**config.mk**
```make
export PLATFORM = sky130hd
export DESIGN_NAME = hazard_stall_controller_flat
export DESIGN_NICKNAME = d
export VERILOG_FILES = /design/src/rtl/hazard_stall_controller_if.sv /design/src/rtl/hazard_stall_controller.sv /design/src/flat_wrapper.sv
export SDC_FILE = /design/constraint.sdc
export NUM_CORES = 1
export LEC_CHECK = 0
export BUFFER_PORTS_ARGS = -buffer_cell sky130_fd_sc_hd__buf_4
export CORE_UTILIZATION = 40
export CTS_CLUSTER_DIAMETER = 30
export CTS_CLUSTER_SIZE = 28
export DETAILED_ROUTE_END_ITERATION = 10
export PLACE_DENSITY = 0.86
export REMOVE_ABC_BUFFERS = 1
export SLEW_MARGIN = 0
export SYNTH_ARGS = -nofsm -noshare
export SYNTH_HDL_FRONTEND = slang
export SYNTH_SLANG_ARGS = --single-unit
```
**constraint.sdc**
```tcl
create_clock -name clk -period 2.16 [get_ports clk]
set_clock_uncertainty 0.05 [all_clocks]
set_input_delay 0.216 -clock clk [delete_from_list [all_inputs] [get_ports clk]]
set_output_delay 0.216 -clock clk [all_outputs]
set_load 0.01 [all_outputs]
```
**src/rtl/hazard_stall_controller_if.sv**
```systemverilog
// rtl/hazard_stall_controller_if.sv - pipeline hazard/stall control bundle between datapath and controller
interface hazard_stall_controller_if #(
    parameter int CNT_W = 32
);
    logic [4:0]       id_rs1;
    logic [4:0]       id_rs2;
    logic             id_uses_rs1;
    logic             id_uses_rs2;
    logic [4:0]       ex_rd;
    logic             ex_mem_read;
    logic             ex_reg_write;
    logic             ex_branch_taken;
    logic             mem_req;
    logic             mem_ack;

    logic             pc_write;
    logic             if_id_write;
    logic             if_id_flush;
    logic             id_ex_write;
    logic             id_ex_flush;
    logic             ex_mem_write;
    logic             mem_wb_bubble;
    logic             mem_err;
    logic [1:0]       state;
    logic [CNT_W-1:0] stall_cnt;
    logic [CNT_W-1:0] flush_cnt;

    modport master (
        output id_rs1, id_rs2, id_uses_rs1, id_uses_rs2, ex_rd, ex_mem_read,
               ex_reg_write, ex_branch_taken, mem_req, mem_ack,
        input  pc_write, if_id_write, if_id_flush, id_ex_write, id_ex_flush,
               ex_mem_write, mem_wb_bubble, mem_err, state, stall_cnt, flush_cnt
    );

    modport slave (
        input  id_rs1, id_rs2, id_uses_rs1, id_uses_rs2, ex_rd, ex_mem_read,
               ex_reg_write, ex_branch_taken, mem_req, mem_ack,
        output pc_write, if_id_write, if_id_flush, id_ex_write, id_ex_flush,
               ex_mem_write, mem_wb_bubble, mem_err, state, stall_cnt, flush_cnt
    );
endinterface

```
**src/rtl/hazard_stall_controller.sv**
```systemverilog
// rtl/hazard_stall_controller.sv - load-use stall, branch flush and memory-wait freeze sequencer
// Optional performance counters are enabled with `define HAZARD_PERF_CNT_EN.
module hazard_stall_controller #(
    parameter int WAIT_LIMIT = 16,
    parameter int CNT_W      = 32
) (
    input logic                clk,
    input logic                rst_n,
    hazard_stall_controller_if.slave bus
);
    typedef enum logic [1:0] {
        RUN      = 2'b00,
        MEM_WAIT = 2'b01,
        HALT     = 2'b10
    } state_t;

    localparam int WC_W = $clog2(WAIT_LIMIT + 1);

    state_t          state_q, state_d;
    logic [WC_W-1:0] wait_q, wait_d;
    logic            err_q, err_d;

    logic load_use;
    logic mem_wait;
    logic freeze;

    assign load_use = bus.ex_mem_read && bus.ex_reg_write && (bus.ex_rd != 5'd0) &&
                      ((bus.id_uses_rs1 && (bus.id_rs1 == bus.ex_rd)) ||
                       (bus.id_uses_rs2 && (bus.id_rs2 == bus.ex_rd)));
    assign mem_wait = bus.mem_req && !bus.mem_ack;

    // MEM_REQ is ignored on the ACK cycle, so only RUN can start a new freeze.
    assign freeze = (state_q == HALT) ||
                    ((state_q == MEM_WAIT) && !bus.mem_ack) ||
                    ((state_q == RUN) && mem_wait);

    always_ff @(posedge clk or negedge rst_n) begin
        if (!rst_n) begin
            state_q <= RUN;
            wait_q  <= '0;
            err_q   <= 1'b0;
        end else begin
            state_q <= state_d;
            wait_q  <= wait_d;
            err_q   <= err_d;
        end
    end

    always_comb begin
        state_d = state_q;
        wait_d  = wait_q;
        err_d   = err_q;
        case (state_q)
            RUN: begin
                if (mem_wait) begin
                    state_d = MEM_WAIT;
                    wait_d  = WC_W'(1);
                end
            end
            MEM_WAIT: begin
                if (bus.mem_ack) begin
                    state_d = RUN;
                    wait_d  = '0;
                end else if (wait_q == WC_W'(WAIT_LIMIT - 1)) begin
                    state_d = HALT;
                    wait_d  = '0;
                    err_d   = 1'b1;
                end else begin
                    wait_d = wait_q + WC_W'(1);
                end
            end
            HALT:    state_d = HALT;
            default: state_d = RUN;
        endcase
    end

    always_comb begin
        bus.pc_write      = 1'b1;
        bus.if_id_write   = 1'b1;
        bus.if_id_flush   = 1'b0;
        bus.id_ex_write   = 1'b1;
        bus.id_ex_flush   = 1'b0;
        bus.ex_mem_write  = 1'b1;
        bus.mem_wb_bubble = 1'b0;
        if (!rst_n) begin
            bus.pc_write      = 1'b0;
            bus.if_id_write   = 1'b0;
            bus.id_ex_write   = 1'b0;
            bus.ex_mem_write  = 1'b0;
            bus.id_ex_flush   = 1'b1;
            bus.mem_wb_bubble = 1'b1;
        end else if (freeze) begin
            bus.pc_write      = 1'b0;
            bus.if_id_write   = 1'b0;
            bus.id_ex_write   = 1'b0;
            bus.ex_mem_write  = 1'b0;
            bus.mem_wb_bubble = 1'b1;
        end else if (bus.ex_branch_taken) begin
            // Decode instruction is discarded, so a coincident load-use is moot.
            bus.if_id_flush = 1'b1;
            bus.id_ex_flush = 1'b1;
        end else if (load_use) begin
            bus.pc_write    = 1'b0;
            bus.if_id_write = 1'b0;
            bus.id_ex_flush = 1'b1;
        end
    end

    assign bus.state   = state_q;
    assign bus.mem_err = err_q;

`ifdef HAZARD_PERF_CNT_EN
    logic [CNT_W-1:0] stall_q, flush_q;

    always_ff @(posedge clk or negedge rst_n) begin
        if (!rst_n) begin
            stall_q <= '0;
            flush_q <= '0;
        end else begin
            if ((state_q != HALT) && !bus.pc_write && (stall_q != '1))
                stall_q <= stall_q + CNT_W'(1);
            if (bus.if_id_flush && (flush_q != '1))
                flush_q <= flush_q + CNT_W'(1);
        end
    end

    assign bus.stall_cnt = stall_q;
    assign bus.flush_cnt = flush_q;
`else
    assign bus.stall_cnt = '0;
    assign bus.flush_cnt = '0;
`endif
endmodule
```
**src/flat_wrapper.sv**
```systemverilog
// flat-port wrapper written by rule: the top's interface ports become plain ports
module hazard_stall_controller_flat 
#(
    parameter int WAIT_LIMIT = 16,
    parameter int CNT_W      = 32
)
  (clk, rst_n, bus_id_rs1, bus_id_rs2, bus_id_uses_rs1, bus_id_uses_rs2, bus_ex_rd, bus_ex_mem_read, bus_ex_reg_write, bus_ex_branch_taken, bus_mem_req, bus_mem_ack, bus_pc_write, bus_if_id_write, bus_if_id_flush, bus_id_ex_write, bus_id_ex_flush, bus_ex_mem_write, bus_mem_wb_bubble, bus_mem_err, bus_state, bus_stall_cnt, bus_flush_cnt);
  hazard_stall_controller_if #(.CNT_W(CNT_W)) bus_i ();
  input logic clk;
  input logic rst_n;
  input wire logic [$bits(bus_i.id_rs1)-1:0] bus_id_rs1;
  input wire logic [$bits(bus_i.id_rs2)-1:0] bus_id_rs2;
  input wire logic [$bits(bus_i.id_uses_rs1)-1:0] bus_id_uses_rs1;
  input wire logic [$bits(bus_i.id_uses_rs2)-1:0] bus_id_uses_rs2;
  input wire logic [$bits(bus_i.ex_rd)-1:0] bus_ex_rd;
  input wire logic [$bits(bus_i.ex_mem_read)-1:0] bus_ex_mem_read;
  input wire logic [$bits(bus_i.ex_reg_write)-1:0] bus_ex_reg_write;
  input wire logic [$bits(bus_i.ex_branch_taken)-1:0] bus_ex_branch_taken;
  input wire logic [$bits(bus_i.mem_req)-1:0] bus_mem_req;
  input wire logic [$bits(bus_i.mem_ack)-1:0] bus_mem_ack;
  output wire logic [$bits(bus_i.pc_write)-1:0] bus_pc_write;
  output wire logic [$bits(bus_i.if_id_write)-1:0] bus_if_id_write;
  output wire logic [$bits(bus_i.if_id_flush)-1:0] bus_if_id_flush;
  output wire logic [$bits(bus_i.id_ex_write)-1:0] bus_id_ex_write;
  output wire logic [$bits(bus_i.id_ex_flush)-1:0] bus_id_ex_flush;
  output wire logic [$bits(bus_i.ex_mem_write)-1:0] bus_ex_mem_write;
  output wire logic [$bits(bus_i.mem_wb_bubble)-1:0] bus_mem_wb_bubble;
  output wire logic [$bits(bus_i.mem_err)-1:0] bus_mem_err;
  output wire logic [$bits(bus_i.state)-1:0] bus_state;
  output wire logic [$bits(bus_i.stall_cnt)-1:0] bus_stall_cnt;
  output wire logic [$bits(bus_i.flush_cnt)-1:0] bus_flush_cnt;
  assign bus_i.id_rs1 = bus_id_rs1;
  assign bus_i.id_rs2 = bus_id_rs2;
  assign bus_i.id_uses_rs1 = bus_id_uses_rs1;
  assign bus_i.id_uses_rs2 = bus_id_uses_rs2;
  assign bus_i.ex_rd = bus_ex_rd;
  assign bus_i.ex_mem_read = bus_ex_mem_read;
  assign bus_i.ex_reg_write = bus_ex_reg_write;
  assign bus_i.ex_branch_taken = bus_ex_branch_taken;
  assign bus_i.mem_req = bus_mem_req;
  assign bus_i.mem_ack = bus_mem_ack;
  assign bus_pc_write = bus_i.pc_write;
  assign bus_if_id_write = bus_i.if_id_write;
  assign bus_if_id_flush = bus_i.if_id_flush;
  assign bus_id_ex_write = bus_i.id_ex_write;
  assign bus_id_ex_flush = bus_i.id_ex_flush;
  assign bus_ex_mem_write = bus_i.ex_mem_write;
  assign bus_mem_wb_bubble = bus_i.mem_wb_bubble;
  assign bus_mem_err = bus_i.mem_err;
  assign bus_state = bus_i.state;
  assign bus_stall_cnt = bus_i.stall_cnt;
  assign bus_flush_cnt = bus_i.flush_cnt;
  hazard_stall_controller #(.WAIT_LIMIT(WAIT_LIMIT), .CNT_W(CNT_W)) u_core (.clk(clk), .rst_n(rst_n), .bus(bus_i));
endmodule
```
==> out/summary.txt <==
Setup Viol. Count Final: 0
synth cell count leaders: buf_4 (66), dfrtp_1 (8), xor2_1 (8)
Startpoint Class: flip-flop
synth warn: 0
critical path capture point type: output port
first-pass GRT wire length: 2.46 mm
number of distinct library cells after synthesis: 31
Clock Tree Root: clkbuf_4
die area: 2850 sq um
ys flop type: dfrtp_1
H-Tree Depth: 1
worst path cell trace: nor2_1 -> o31a_1 -> o2111ai_1 -> o211ai_1 -> buf_4
Critical path buffers and inverters: 1
CTS tree: yes
largest net degree at the start of global routing: 13
initial antenna violation count: 0
Pleak: 0.632 nW
Max stage delay on crit path: 0.42 ns
clock sinks: 8
Final Slew Violations: 0
Boundary Pins: 98
Syn Area/Cell: 8.25 sq um
input/output buffers: 33
# nets final: 189
Clock transition at path regs: 0.05 ns
WP data arrival: 1.55 ns
Wirelength per Cell: 9.14 um
max_cap viols: 0
worst min path class: input port to flip-flop
peak supply drop: 0.351 mV
Levels on crit path: 5
Max stage delay cell, worst path: dfrtp_1
Diodes inserted: 0
CP endpoint: bus_id_ex_flush
number of global-route vias before repair: 595
CP Max Fanout: 6
later-pin clock latency in the skew report: 0.25 ns
Residual DRC: 0
Post-Syn Instances: 128
FF+latch count, synth: 8
synthesized cell area: 1060 sq um
Cell Pwr Density: 409 nW/um^2
Crit Path Class: flip-flop to output port
post-CTS setup buffers: 0
Worst R2R Start: u_core.wait_q[0]$_DFFE_PN0P_
most frequent cell after synthesis: buf_4
final WL: 1.76 mm
CP Launch Point: u_core.bus.state[0]$_DFFE_PN0P_
EDFF count, synth: 0
fill count: 258
via/cell ratio: 3.92
Initial Util: 0.426
Worst Hold Depth: 2
Die W: 53.4 um
FF/Latch Area: 200 sq um
total CTS buffers: 3
CP top delay family: compound AO/OA/AOI/OAI gates
status: completed
final hold violation count: 0
Tot GR Track Use: 0.117
post-synthesis sequential area ratio: 0.190
r2r endpoint: u_core.bus.state[0]$_DFFE_PN0P_
# rows: 18
DRT iter0 DRCs: 10
worst r2r path cells: 4
RSZ-0062 raised after global routing: no
Yosys top cell by area: buf_4
Tmin final: 1.81 ns
clock buffer depth: 2
Final HPWL DP: 1.45 mm
flop2flop setup slack: 0.70 ns
GPL Wtd Cong: 0.812
Die Y: 53.4 um
Multi-input gate area: 589 sq um
top-area cell type share of the netlist area: 0.469
Vias: 753
grt total ovfl: 0
Async S/R FF share, synth: 1.00
TNS Setup: 0 ns
Core Region: 2480 sq um
Layout area overhead: 5.57%
DRT antenna net count: 0
post-layout util: 0.450
leading post-synthesis cells by cell area: buf_4 (47%), dfrtp_1 (19%), xor2_1 (6.6%)
DR pass1 iterations: 4
share of cells above drive strength 1: 0.228
critical path data required time: 1.89 ns
Achievable Freq: 552 MHz
period utilization: 0.838
## per-stage QoR
step	worst slack, ns	instances	hold slack (ns)	power [mW]	area [sq um]
after global placement	0.455	188	0.00542	0.339	1080
after CTS	0.313	192	0.156	0.462	1110
after floorplan	0.710	125	-0.130	0.271	797
after detailed placement	0.443	188	0.00726	0.341	1080
final	0.349	192	0.161	0.456	1110
after global routing	0.207	192	0.173	0.495	1110
## worst min-delay path by stage
| stage | endpoint | start |
|---|---|---|
| floorplan | u_core.bus.mem_err$_DFFE_PN0P_ | rst_n |
| global placement | u_core.wait_q[3]$_DFFE_PN0P_ | rst_n |
| detailed placement | u_core.wait_q[1]$_DFFE_PN0P_ | rst_n |
| finish | u_core.bus.state[0]$_DFFE_PN0P_ | bus_mem_ack |
| CTS | u_core.bus.state[0]$_DFFE_PN0P_ | bus_mem_ack |
| global route | u_core.bus.state[0]$_DFFE_PN0P_ | bus_mem_ack |
## placed cells by master, fill, tap and decap left out, types with 2 or more instances in the layout
master | Yosys | final
xor2_1 | 8 | 8
inv_1 | 2 | 2
o21ai_1 | 2 | 2
a22o_1 | 2 | 2
conb_1 | 1 | 64
clkbuf_4 | 0 | 3
buf_4 | 66 | 33
dfrtp_1 | 8 | 8
nand2_1 | 6 | 6
nor2_1 | 3 | 3
xnor2_1 | 2 | 2
nand3_1 | 2 | 2
o211ai_1 | 2 | 2
nor2b_1 | 2 | 2
nor3_1 | 3 | 3
nand2b_1 | 3 | 3
## kinds of logic (layout without fill, tap and decap cells)
logic type,count (synthesis),after routing,synth area share
fa+ha+maj,1,1,0.0118
other cells,1,64,0.00355
flops,8,8,0.190
buf+inv,68,39,0.476
xor+xnor,10,10,0.0829
compound gates,15,15,0.108
simple gates,25,25,0.128
## power by group
part / internal [mW] / switching, mW / leakage (nW)
Combinational: 0.0687 / 0.105 / 0.512
Sequential: 0.159 / 0.00936 / 0.107
Clock: 0.0635 / 0.0499 / 0.0138
## cell type report
cell class              count  share of cell area
flip-flops and latches      8               0.180
multi-input cells         115               0.529
inverters                   2             0.00673
clock buffers               3              0.0202
well taps                  30              0.0337
repair buffers             34               0.231
## worst reg2reg max path, cell delays in order (launching register included)
cell and delay (ns):
dfrtp_1 0.41, ha_1 0.24, nand3_1 0.11, nor2_1 0.08
a2111oi_0 0.41
## routing by layer
metal,track usage,vias to the layer above,part of all wire
met5,0,-,0
met4,0,0,0
met2,0.215,46,0.53
met3,0.0431,0,0.079
met1,0.135,344,0.39
li1,-,363,-
## what timing repair did
| item | 4_1_cts | 5_1_grt |
|---|---|---|
| hold buffers | 1 | 0 |
| gates resized for setup | 0 | 0 |
| hold endpoints to repair | 8 | 0 |
## sequential cells by signal, summed over array words and instances (netlist names)
name                flops
u_core.wait_q           5
u_core.bus.state        2
u_core.bus.mem_err      1
No activity file was read; power rests on OpenSTA's default activity.
